===== config.mk =====
export PLATFORM = sky130hd
export DESIGN_NAME = fetch_buf_stage
export DESIGN_NICKNAME = d
export VERILOG_FILES = /design/src/rtl/fetch_buf_stage.sv
export SDC_FILE = /design/constraint.sdc
export NUM_CORES = 1
export LEC_CHECK = 0
export ABC_AREA = 1
export BUFFER_PORTS_ARGS = -buffer_cell sky130_fd_sc_hd__clkbuf_2
export CORE_MARGIN = 10
export CORE_UTILIZATION = 62
export DETAILED_ROUTE_END_ITERATION = 8
export PLACE_DENSITY = 0.85
export SYNTH_ARGS = -nofsm -noshare
export SYNTH_HDL_FRONTEND = slang
export SYNTH_SLANG_ARGS = --single-unit

===== constraint.sdc =====
create_clock -name clk -period 9 [get_ports clk]
set_input_delay 1.35 -clock clk [delete_from_list [all_inputs] [get_ports clk]]
set_output_delay 1.35 -clock clk [all_outputs]
set_load 0.02 [all_outputs]

===== src/rtl/fetch_buf_stage.sv =====
// Instruction fetch stage: variable-latency SRAM-like fetch port feeding an in-order buffer towards ID.
// Optional FETCH_BYPASS_EN forwards a response to ID in its arrival cycle when it belongs to the head entry.
module fetch_buf_stage #(
    parameter logic [31:0] RESET_PC   = 32'h1c000000,
    parameter int          IBUF_DEPTH = 4
) (
    input  logic        clk,
    input  logic        resetn,
    input  logic        ds_allow_in,
    output logic        fs_to_ds_valid,
    output logic [63:0] fs_to_ds_bus,
    input  logic [32:0] br_bus,
    output logic        inst_req,
    output logic [31:0] inst_addr,
    input  logic        inst_addr_ok,
    input  logic        inst_data_ok,
    input  logic [31:0] inst_rdata
);

    localparam int            AW      = $clog2(IBUF_DEPTH);
    localparam int            CW      = AW + 1;
    localparam logic [CW:0]   DEPTH_X = (CW+1)'(IBUF_DEPTH);

    logic [31:0]           buf_pc   [IBUF_DEPTH];
    logic [31:0]           buf_inst [IBUF_DEPTH];
    logic [IBUF_DEPTH-1:0] filled;
    logic [AW-1:0]         head;
    logic [AW-1:0]         fill;
    logic [AW-1:0]         tail;
    logic [CW-1:0]         cnt;
    logic [CW-1:0]         pend;
    logic [CW-1:0]         discard_cnt;
    logic [31:0]           fetch_pc;

    logic        br_taken;
    logic [31:0] br_target;
    logic        hs;
    logic        acc;
    logic        drop;
    logic        pop;
    logic        head_filled;
    logic        bypass;

    assign br_taken  = br_bus[32];
    assign br_target = br_bus[31:0];

    // Request side: stale responses still occupy memory-side slots, so they count against the depth.
    assign inst_req  = resetn & ~br_taken &
                       (({1'b0, cnt} + {1'b0, discard_cnt}) < DEPTH_X);
    assign inst_addr = fetch_pc;
    assign hs        = inst_req & inst_addr_ok;
    assign drop      = inst_data_ok & (discard_cnt != '0);
    assign acc       = inst_data_ok & (discard_cnt == '0);

    assign head_filled = (cnt != '0) & filled[head];
`ifdef FETCH_BYPASS_EN
    assign bypass = (cnt != '0) & (head == fill) & ~filled[head] & acc;
`else
    assign bypass = 1'b0;
`endif

    // Delivery side
    assign fs_to_ds_valid = resetn & (head_filled | bypass);
    assign fs_to_ds_bus   = {buf_pc[head], bypass ? inst_rdata : buf_inst[head]};
    assign pop            = fs_to_ds_valid & ds_allow_in;

    always_ff @(posedge clk) begin
        if (!resetn) begin
            fetch_pc    <= RESET_PC;
            head        <= '0;
            fill        <= '0;
            tail        <= '0;
            cnt         <= '0;
            pend        <= '0;
            discard_cnt <= '0;
            filled      <= '0;
        end else if (br_taken) begin
            // Every unfilled entry becomes a response to throw away; one may be arriving right now.
            fetch_pc    <= br_target;
            head        <= '0;
            fill        <= '0;
            tail        <= '0;
            cnt         <= '0;
            pend        <= '0;
            discard_cnt <= discard_cnt + pend - CW'(inst_data_ok);
        end else begin
            if (hs) begin
                tail         <= tail + AW'(1);
                filled[tail] <= 1'b0;
                fetch_pc     <= fetch_pc + 32'd4;
            end
            if (acc) begin
                fill <= fill + AW'(1);
                if (!(bypass && pop))
                    filled[fill] <= 1'b1;
            end
            if (pop)
                head <= head + AW'(1);
            cnt         <= cnt + CW'(hs) - CW'(pop);
            pend        <= pend + CW'(hs) - CW'(acc);
            discard_cnt <= discard_cnt - CW'(drop);
        end
    end

    // Buffer payload carries no reset; the filled bits and count qualify it.
    always_ff @(posedge clk) begin
        if (hs)
            buf_pc[tail] <= fetch_pc;
        if (acc)
            buf_inst[fill] <= inst_rdata;
    end

endmodule


==> flow_summary.ini <==
[global_routing]
grt_pass1_vias = 9172
grt_use_met3_pct = 3.68
track_usage_pct = 22.1
use_met1_pct = 28.9
antenna_found_initial = 0
grt_first_pass_wirelength_mm = 47.7
met2_usage_pct = 37.2
grt.busiest_layer = met2
overflow = 0
grt_max_degree = 87

[floorplan]
die_y_um = 165
core-area_um2 = 20400
die-area_um2 = 27200
rows = 52
start_util_pct = 63.7
io-pin-count = 168
die_w_um = 165

[layout]
fillers = 1413
area_delta_synth_final_pct = 14.5
fin_nets = 1426
num_antenna_cells = 0
final_layout_size_suffix_gt1_share_pct = 17.3
stdcell_count = 1620

[yosys]
synthesis.area_um2 = 13000
synth_top_cells_by_area = edfxtp_1, dfxtp_1, o21ai_0
yosysTopAreaCell = edfxtp_1
synth_most_common_cell = edfxtp_1
ys_seq_area_share_pct = 67.2
ys_ff_latch = 309
syn_inst = 1185
async_reset_ff_share_pct = 0
synth_edf_count = 256
syn_avg_cell_area_um2 = 11.0
synth_ff_type = edfxtp_1
yosysUniqueCellTypes = 40
yosys-top-cells-count = edfxtp_1, nor2_1, nand2_1
syn-num-nets = 1278
synth_top_area_share_pct = 59.1
yosysWarnings = 0

[worst_setup_path]
worstPathCellList = clkinv_2 -> buf_4 -> o21ai_0 -> o22ai_1 -> clkbuf_2
required_ns = 7.65
worst-path-max-fanout = 86
cpMaxStageDelayCell = dfxtp_4
startpoint_type = flip-flop
crit_path_end_kind = output pin
crit_type = reg -> out
cpPeakStageDelay_ns = 0.71
crit_arrival_ns = 3.18

[sta]
setup-violations-final = 0
fin_crit_sh_pct = 50.3
rsz0062_at_grt = false
hold_viol_final = 0
fin_tns_setup_ns = 0
drv_slew = 0
clock.fmax_mhz = 221
worst_hold_slack_ns = 0.484
skew_ns = 0.00973
period_needed_ns = 4.53
maxSlewHeadroom_pct = 24.8
tightestPinTransition_ns = 1.13

[clock_tree]
ctsRootBufferMaster = clkbuf_16
clockBufferDepth = 3
cts.hold.buffers_added = 0
clkSinkCount = 309
ctsResizeCount = 0
post-cts-setup-buffers = 0
cts.clk_slew.worst_paths_ns = 0.06
cts_htree_levels = 1
cts_tree = built
cts_made_buffers = 29
insertion_delay_ns = 0.54

[route]
first_iter_violations = 930
drt_pass1_iterations = 7
vias = 9343
wl_per_cell_um = 19.0
wl_mm = 30.8
via_per_inst = 5.77
ant_nets = 0
drc = 0

[outcome]
status = completed

[power]
p_int_mw = 2.37
p_clk_share_pct = 37.6
peakVddDrop_mv = 0.124
p_switching_mw = 0.712
swShare_pct = 23.1
power_leakage_nw = 5.62
powerDensity_nw_per_um2 = 207
p_comb_share_pct = 8.7
pwr-share-seq_pct = 53.7

[place]
placed_cells = 1572
port_buffers = 167
gp_congestion = 0.915
dp_hpwl_mm = 20.0

[job]
max-cap-violations = 0

[worst_hold_path]
hp-class = reg -> reg
-- logic make-up (layout without fill, tap and decap cells) --
| group | Yosys count | after routing | share of synthesized area (%) |
|---|---|---|---|
| AND/OR/NAND/NOR | 433 | 433 | 13.8 |
| flip-flops | 309 | 309 | 67.2 |
| AO/OA/AOI/OAI | 265 | 265 | 11.0 |
| buffers and inverters | 140 | 305 | 4.60 |
| adder cells (fa/ha/maj) | 23 | 23 | 2.38 |
| XOR/XNOR | 15 | 15 | 1.01 |
-- area by class of cell --
type,instances,area [um^2],area share [%]
inverter,82,319,2.14
clock inverter,12,130,0.874
multi-input combinational,736,3710,24.9
clock buffer,36,752,5.05
timing repair buffer,175,896,6.01
tap,270,338,2.27
sequential,309,8750,58.8
-- layout by cell type, fill, tap and decap left out, types with 5 or more instances in the layout --
master / synthesis / layout
edfxtp_1: 256 / 256
nor2_1: 199 / 191
nand2_1: 177 / 177
clkbuf_2: 0 / 167
o21ai_0: 155 / 155
inv_1: 73 / 72
o22ai_1: 64 / 64
dfxtp_1: 53 / 51
a21oi_1: 35 / 35
nand3_1: 33 / 33
clkbuf_16: 0 / 29
ha_1: 20 / 20
clkinv_1: 5 / 12
nand3b_1: 8 / 8
xor2_1: 8 / 8
buf_4: 4 / 8
nand4_1: 7 / 7
xnor2_1: 7 / 7
clkbuf_1: 41 / 7
nor2_4: 1 / 5
nor2_2: 1 / 5
-- flip-flops by register name, summed over array words and instances, names as in the netlist, named ones only --
name         cells
buf_inst       128
buf_pc         128
cnt              3
discard_cnt      3
fill             2
filled           4
head             2
inst_addr       32
pend             3
tail             2
-- power groups by stage --
| stage | combinational [mW] | sequential, mW | clock, mW |
|---|---|---|---|
| floorplan | 0.163 | 1.68 | 0 |
| global placement | 0.261 | 1.68 | 0 |
| detailed placement | 0.269 | 1.68 | 0 |
| CTS | 0.270 | 1.65 | 1.16 |
| global route | 0.298 | 1.66 | 1.22 |
| finish | 0.267 | 1.65 | 1.16 |
-- metal layers --
layer | vias to the layer above | wire (um)
li1 | 4430 | -
met1 | 4448 | 12400
met4 | 0 | 610
met2 | 418 | 15200
met3 | 47 | 2620
met5 | - | 0
-- worst paths after layout --
check                       from               end  slack (ns)  cells past startpoint
setup / recovery       flip-flop  fs_to_ds_bus[46]        4.47                      5
setup reg to reg  discard_cnt[2]     buf_pc[3][23]        6.24                      7
hold reg to reg        filled[1]         filled[1]        0.48                      2
hold / removal         filled[1]         filled[1]        0.48                      2
-- worst max-delay path: cells and delay by family, from the launching register on --
family	cells	cell delay (ns)
DFF	1	0.71
AOI/OAI and AO/OA	2	0.49
buffers and inverters	3	1.36
-- per-stage QoR --
| step | total power, mW | util [%] | setup WS (ns) | area, um^2 |
|---|---|---|---|---|
| 2_1_floorplan | 1.84 | - | 5.12 | 13000 |
| 3_3_place_gp | 1.94 | 68.6 | 4.91 | 14000 |
| 3_5_place_dp | 1.95 | 68.6 | 4.83 | 14000 |
| 4_1_cts | 3.09 | 72.9 | 4.45 | 14900 |
| 5_1_grt | 3.18 | 72.9 | 4.25 | 14900 |
| 6_report | 3.08 | 72.9 | 4.47 | 14900 |
Note: power is estimated with default switching activity, not from simulation.
